**src/rtl/bus_pkg.sv**
```systemverilog
// Shared bus definitions: default packet width, packet type, default bus geometry
// and the occupancy-counter width helper used by the driver FIFOs.
package bus_pkg;

    localparam int DFLT_PCKG    = 32;
    localparam int DFLT_DEPTH   = 16;
    localparam int DFLT_BITS    = DFLT_PCKG;
    localparam int DFLT_DRIVERS = 4;

    typedef logic [DFLT_PCKG-1:0] pkt_t;

    // Width needed to hold an occupancy of 0..depth inclusive.
    function automatic int cnt_w(input int depth);
        return $clog2(depth + 1);
    endfunction

endpackage

```
**src/rtl/drvr_fifo_mem.sv**
```systemverilog
// DEPTH x PCKG storage array for the driver FIFO; no reset on the data.
// Latency: write lands at the clock edge, read is combinational from raddr.
// Backpressure: none, the caller decides when we is asserted.
module drvr_fifo_mem #(
    parameter int DEPTH = 16,
    parameter int PCKG  = 32,
    parameter int AW    = 4
) (
    input  logic            clk,
    input  logic            we,
    input  logic [AW-1:0]   waddr,
    input  logic [PCKG-1:0] wdata,
    input  logic [AW-1:0]   raddr,
    output logic [PCKG-1:0] rdata
);

    logic [PCKG-1:0] mem [DEPTH];

    always_ff @(posedge clk) begin
        if (we) begin
            mem[waddr] <= wdata;
        end
    end

    assign rdata = mem[raddr];

endmodule

```
**src/rtl/drvr_fifo.sv**
```systemverilog
// Per-driver FWFT transmit FIFO feeding the bus arbiter (DRVR_FIFO_OVWR_OLDEST_EN: overwrite oldest when full).
// Latency: a push is visible on D_pop/pndng one cycle later; pop advances the head at the edge.
// Backpressure: full is advisory; a push while full is dropped (or overwrites) and flags overflow.
module drvr_fifo
    import bus_pkg::*;
#(
    parameter int DEPTH = DFLT_DEPTH,
    parameter int PCKG  = DFLT_PCKG
) (
    input  logic                      clk,
    input  logic                      reset,
    input  logic                      push,
    input  logic [PCKG-1:0]           D_push,
    input  logic                      pop,
    output logic [PCKG-1:0]           D_pop,
    output logic                      pndng,
    output logic                      full,
    output logic [cnt_w(DEPTH)-1:0]   count,
    output logic                      overflow,
    output logic                      underflow,
    input  logic                      clr_flags
);

    localparam int AW = (DEPTH > 1) ? $clog2(DEPTH) : 1;
    localparam int CW = cnt_w(DEPTH);

    logic [AW-1:0]   wr_ptr;
    logic [AW-1:0]   rd_ptr;
    logic [PCKG-1:0] rdata;
    logic            do_push;
    logic            do_pop;
    logic            ovf_evt;
    logic            udf_evt;
    logic            ovwr;
    logic            wr_en;
    logic            rd_adv;
    logic [CW-1:0]   count_nxt;

    // Pointers wrap explicitly so DEPTH need not be a power of two.
    function automatic logic [AW-1:0] ptr_inc(input logic [AW-1:0] p);
        return (p == AW'(DEPTH - 1)) ? '0 : p + AW'(1);
    endfunction

    always_comb begin
        do_pop  = pop & pndng;
        ovf_evt = push & full & ~pop;
        udf_evt = pop & ~pndng;
        do_push = push & (~full | do_pop);
`ifdef DRVR_FIFO_OVWR_OLDEST_EN
        ovwr    = ovf_evt;
`else
        ovwr    = 1'b0;
`endif
        wr_en   = do_push | ovwr;
        rd_adv  = do_pop | ovwr;

        count_nxt = count;
        if (do_push && !do_pop) begin
            count_nxt = count + CW'(1);
        end else if (do_pop && !do_push) begin
            count_nxt = count - CW'(1);
        end
    end

    always_ff @(posedge clk or negedge reset) begin
        if (!reset) begin
            wr_ptr    <= '0;
            rd_ptr    <= '0;
            count     <= '0;
            pndng     <= 1'b0;
            full      <= 1'b0;
            overflow  <= 1'b0;
            underflow <= 1'b0;
        end else begin
            if (wr_en) begin
                wr_ptr <= ptr_inc(wr_ptr);
            end
            if (rd_adv) begin
                rd_ptr <= ptr_inc(rd_ptr);
            end
            count <= count_nxt;
            pndng <= (count_nxt != '0);
            full  <= (count_nxt == CW'(DEPTH));
            // A new event in the same cycle as clr_flags keeps the flag set.
            if (ovf_evt) begin
                overflow <= 1'b1;
            end else if (clr_flags) begin
                overflow <= 1'b0;
            end
            if (udf_evt) begin
                underflow <= 1'b1;
            end else if (clr_flags) begin
                underflow <= 1'b0;
            end
        end
    end

    drvr_fifo_mem #(
        .DEPTH (DEPTH),
        .PCKG  (PCKG),
        .AW    (AW)
    ) u_mem (
        .clk   (clk),
        .we    (wr_en),
        .waddr (wr_ptr),
        .wdata (D_push),
        .raddr (rd_ptr),
        .rdata (rdata)
    );

    assign D_pop = pndng ? rdata : '0;

endmodule

```
**config.mk**
```make
export PLATFORM = sky130hd
export DESIGN_NAME = drvr_fifo
export DESIGN_NICKNAME = d
export VERILOG_FILES = /design/src/rtl/bus_pkg.sv /design/src/rtl/drvr_fifo_mem.sv /design/src/rtl/drvr_fifo.sv
export SDC_FILE = /design/constraint.sdc
export NUM_CORES = 1
export LEC_CHECK = 0
export BUFFER_PORTS_ARGS = -buffer_cell sky130_fd_sc_hd__buf_2
export CAP_MARGIN = 20
export CELL_PAD_IN_SITES_DETAIL_PLACEMENT = 1
export CELL_PAD_IN_SITES_GLOBAL_PLACEMENT = 2
export CORE_ASPECT_RATIO = 1.25
export CORE_UTILIZATION = 25
export CTS_CLUSTER_SIZE = 20
export DETAILED_ROUTE_END_ITERATION = 10
export PLACE_DENSITY_LB_ADDON = 0.1
export SETUP_SLACK_MARGIN = 0.4
export SYNTH_ARGS = -nofsm -noshare
export SYNTH_HDL_FRONTEND = slang
export SYNTH_SLANG_ARGS = --single-unit
```
**constraint.sdc**
```tcl
create_clock -name clk -period 8.15 [get_ports clk]
set_input_delay 2.445 -clock clk [delete_from_list [all_inputs] [get_ports clk]]
set_output_delay 2.445 -clock clk [all_outputs]
set_load 0.05 [all_outputs]
```
-- Yosys cells after proc, flatten, opt, wreduce, memory -nomap -nowiden
Memory sizes are Yosys's and may differ from the RTL's.
Index checks and enable logic that the tools add are counted.
- bitwise gates (word level): 9
- mux-type cells: 10
- add/subtract/negate cells: 4
- reduce and logical (&&, ||, !) cells: 7
- equality and inequality tests: 3
- operators by type and width (kind ; number):
    $mux W32 ; 1
    $mux W5 ; 2
    $add A4 B1 Y4 const B ; 2
    $eq A4 B4 Y1 const B ; 2
    $mux W4 ; 2
    $add A5 B1 Y5 const B ; 1
    $and A1 B1 Y1 ; 5
    $eq A5 B5 Y1 const B ; 1
    $mux W1 ; 5
    $reduce_bool A5 Y1 ; 1
    $sub A5 B1 Y5 const B ; 1
    $reduce_bool A2 Y1 ; 2
    $not A1 Y1 ; 3
    $logic_and A1 B1 Y1 ; 2
    $logic_not A1 Y1 ; 2
    $or A1 B1 Y1 ; 1
- word-level logic and storage cells: 41
- input port bits: 37
- memories: 1
- bits in writable memories: 512
- output and inout port bits: 41
- register bits: 17
- memories (memory ; words ; width ; read ports ; clocked after Yosys merged registers in ; wr ports ; line ; source):
    u_mem.mem ; 16 ; 32 ; 1 ; 0 ; 1 ; drvr_fifo_mem.sv:17 ; logic [PCKG-1:0] mem [DEPTH];

-- Logic depth before layout (Yosys ltp)
- depth after elaboration: 8
- depth in mapped cells: 7
- depth with buffers taken out: 6

-- Hierarchy
A second synthesis with hierarchy kept.
- cells, all modules: 921
- area total of the unflattened synthesis: 20312.0 µm²
- by module, submodules not included (module ; instances ; area an instance (µm²) ; seq. area each (µm²) ; cells an instance):
    drvr_fifo_mem ; 1 ; 19213.4 ; 15374.7 ; 806
    drvr_fifo ; 1 ; 1098.6 ; 425.4 ; 115

-- Least setup slack after synthesis
No wires, ideal clock.
- path type: input to register
- from: in pop
- to: mem u_mem.mem[7][0], enable pin
- arrival time: 5.418 ns
- setup slack: 2.264 ns
- required time: 7.682 ns
- stages: 4
- library setup time: 0.468 ns
- path buffers: 0
- cell sequence: nand2_1 > a21boi_1 > nand2_1 > nor3b_1
- longest elaborated chain between the ends: 5
- RTL lines (item ; line ; source):
    start: declaration ; drvr_fifo.sv:14 ; input logic pop,
    $and A1 B1 Y1 ; drvr_fifo.sv:45 ; do_pop = pop & pndng;
    $or A1 B1 Y1 ; drvr_fifo.sv:48 ; do_push = push & (~full | do_pop);
    $and A1 B1 Y1 ; drvr_fifo.sv:48 ;
    $mux W1 ; drvr_fifo_mem.sv:20 ; if (we) begin
    $mux W1 (implied by the code) ; drvr_fifo_mem.sv:21 ; mem[waddr] <= wdata;
    end: declaration ; drvr_fifo_mem.sv:17 ;
No other way between the ends.

-- Worst setup path in the final report
- from: reg rd_ptr[1]
- to: out D_pop[27]
- longest elaborated chain between the ends: 2
- RTL lines (item ; line ; source):
    start: declaration ; drvr_fifo.sv:28 ; logic [AW-1:0] rd_ptr;
    start signal: assignment ; drvr_fifo.sv:79 ; rd_ptr <= ptr_inc(rd_ptr);
    $mem_v2 Z16 W32 ; - ;
    $mux W32 ; drvr_fifo.sv:111 ; assign D_pop = pndng ? rdata : '0;
    end: declaration ; drvr_fifo.sv:15 ; output logic [PCKG-1:0] D_pop,
No other way between the ends.

==> impl_results.md <==
* Status: complete, no violations
* Slew of the pin with the lowest slew margin at between 1000 and 1500 ps
* CP Data Required Time at 5710 ps
* CP Class: flop to output port
* Synth Net Count at slightly above 1k
* Port bufs at between 70 and 80
* CTS tree: yes
* Max_slew headroom at 0.2587
* I/O pins at 78
* YS warnings at 0
* Critical Path End Type: output port
* Drt wl/cell at ~26 um
* Startpoint types: flop
* Vias in the first global route at 11.29k
* Htree depth at 2
* GRT Max-Usage Layer: met2
* Die height at ~320 um
* FF+latch count, synth at roughly 530
* Crit path time final at 6024 ps
* Filler cell count at about 8.2k
* Final Cycle Share at 0.7391
* Row count at around 120
* Max cap viols at 0
* Crit Path Max Fanout at 46
* Area grow syn2layout at 16.33%
* Drt initial violations at around 460
* Internal reg-to-reg setup slack at between 4000 and 5000 ps
* Syn Area/Cell at between 20 and 25 um^2
* All-Layer GR Usage at 0.1376
* Skew final at roughly 9 ps
* Initial Utilization at 0.2532
* First-pass GRT wire length at approximately 82 mm
* Leakage at roughly 7.8 nW
* Worst Reg-to-Reg Cells at 4
* Post-synth top flop: edfxtp_1
* Synth area leaders: edfxtp_1 (74%), mux4_2 (10%), mux2i_1 (3.2%)
* Die Width at 259.0 um
* Clock Sinks at roughly 530
* Pin count of the biggest net entering global routing at 84
* Met2 Usage GRT at 0.2481
* # resized after CTS at 0
* Core Footprint at 0.08154 mm^2
* Unrepaired setup endpoints after global routing: false
* Synthesized netlist cell count at 985
* Final hold violation count at 0
* Sequential area share after synthesis at 0.7653
* Final TNS setup at 0 ps
* DP HPWL at 31.16 mm
* Max Transition Viols Final at 0
* Synth top area share at 0.7447
* Worst-path clk slew at 60 ps
* Register area at 0.01581 mm^2
* Area of the multi-input gates at approximately 0.0046 mm^2
* Nets at between 1k and 1.5k
* Fin cells at 2196
* Worst VDD drop at roughly 0.16 mV
* Post-synth cell types at 46
* Worst min path class: flop to flop
* P per Cell Area at around 380 mW/mm^2
* Die Area at between 0.08 and 0.09 mm^2
* Share of cells above drive strength 1 at 0.2607
* CP endpoint: D_pop[27]
* Hold_buf cts at 0
* Initial DRT Pass Iterations at 4
* FF-to-FF End: u_mem.mem[14][21]
* Vias at slightly above 10k
* Asr flop ratio synth at 0.03214
* Post-DR vias/cell at between 4 and 5
* Met3 global-route usage at 0.02131
* F_max at about 0.17 GHz
* Total CTS buffers at 57
* Worst path arrival time at approximately 3600 ps
* Number of instances in the placed design at about 2.1k
* Antenna-violating nets left at 0
* # Post-CTS Setup Buffers at 0
* Residual DRC at 0
* RD Place Congestion at 0.6627
* Post-synth EDFFs at 512
* Grt ovf at 0
* Setup-failing EPs final at 0
* Post-synth top area cell: edfxtp_1
* Post-DP Area at about 0.022 mm^2
* CTS max path bufs at 3
* Initial antenna violation count at 2
* Final instance area at between 0.02 and 0.025 mm^2
* Area of the mapped netlist at 0.02065 mm^2
* CTS Root Cell: clkbuf_16
* Clock latency on the worst-skew pair at about 610 ps
* Worst r2r src: pndng
* Crit path from: rd_ptr[1]
* Post-Route WL at approximately 57 mm
* Met1 Use GR at 0.1688
[where the power goes]
group / switching (W) / internal (W)
Combinational: 0.00213 / 0.00115
Sequential: 0.000169 / 0.00326
Clock: 0.00105 / 0.00134
Total: 0.00334 / 0.00574
[cells in the final DEF (no fill, tap or decap), drive strengths merged, types with 5 or more instances in the layout]
master,count
a221o,32
a22o,32
a22oi,32
and2,6
and3,40
buf,104
clkbuf,75
clkinv,19
dfrtp,17
edfxtp,512
ha,7
inv,7
mux2i,65
mux4,96
nand2,12
nand3,6
nor2,5
nor2b,5
o21ai,7
[sequential cells by signal (all words and copies together) (netlist names)]
| register | flops |
|---|---|
| rd_ptr | 4 |
| underflow | 1 |
| full | 1 |
| wr_ptr | 4 |
| pndng | 1 |
| count | 5 |
| u_mem.mem | 512 |
| overflow | 1 |
[cell type report]
class,instances,share of cell area
Tap cell,1071,0.05580
Sequential cell,529,0.6582
Inverter,6,0.0009377
Clock inverter,22,0.005262
Clock buffer,75,0.06397
Antenna cell,1,0.0001042
Multi-Input combinational cell,388,0.1907
Timing Repair Buffer,104,0.02501
[cell usage after synthesis (all sizes together) (3+ instances only)]
cell	instances
and3b	3
clkbuf	30
nor4	3
ha	7
a22o	32
xnor2	3
buf	32
a21oi	3
and2	6
edfxtp	512
nand2	12
nor2b	5
dfrtp	17
and4	3
mux4	96
o21ai	7
inv	6
and3	40
nor2	5
mux2i	65
nand3	6
a22oi	32
nor3	3
a221o	32
[metrics by stage]
stage	setup WS, ps	utilization	power, W	hold WS [ps]
global route	1932	0.2945	0.009542	529.5
global placement	2671	0.2741	0.006882	494.9
CTS	1952	0.2945	0.009322	515.5
floorplan	2264	-	0.005811	486.4
finish	2126	0.2945	0.009089	509.3
detailed placement	2653	0.2741	0.006881	485.8
[layer usage]
metal / wire length [um] / up-vias / part of all wire
met5: 13 / - / 0.00023
met1: 24170 / 5499 / 0.42
li1: - / 4383 / -
met4: 1283 / 2 / 0.023
met3: 1727 / 71 / 0.030
met2: 29710 / 156 / 0.52
[how the worst min path moves through the flow]
stage               from   endpoint  slack (ps)  depth (start not counted)
2_1_floorplan  rd_ptr[3]  rd_ptr[3]         490                          1
3_3_place_gp    overflow   overflow         490                          1
3_5_place_dp   underflow  underflow         490                          1
4_1_cts        underflow  underflow         520                          1
5_1_grt        underflow  underflow         530                          1
6_report       underflow  underflow         510                          1
[worst max-delay path, stage by stage, from the launching register on]
cell and delay, ps:
dfrtp_4 840, buf_4 800, mux4_2 420, a22o_1 190, a221o_1 420, buf_2 240
[cells by family after synthesis]
logic type | Yosys count | share of synthesized area
buffers and inverters | 68 | 0.01576
muxes | 161 | 0.1362
and+or+nand+nor | 95 | 0.02745
xor gates and xnor gates | 5 | 0.002121
DFF | 529 | 0.7653
AOI/OAI and AO/OA | 120 | 0.04891
adders and majority gates | 7 | 0.004242
No activity file was read; power rests on OpenSTA's default activity.
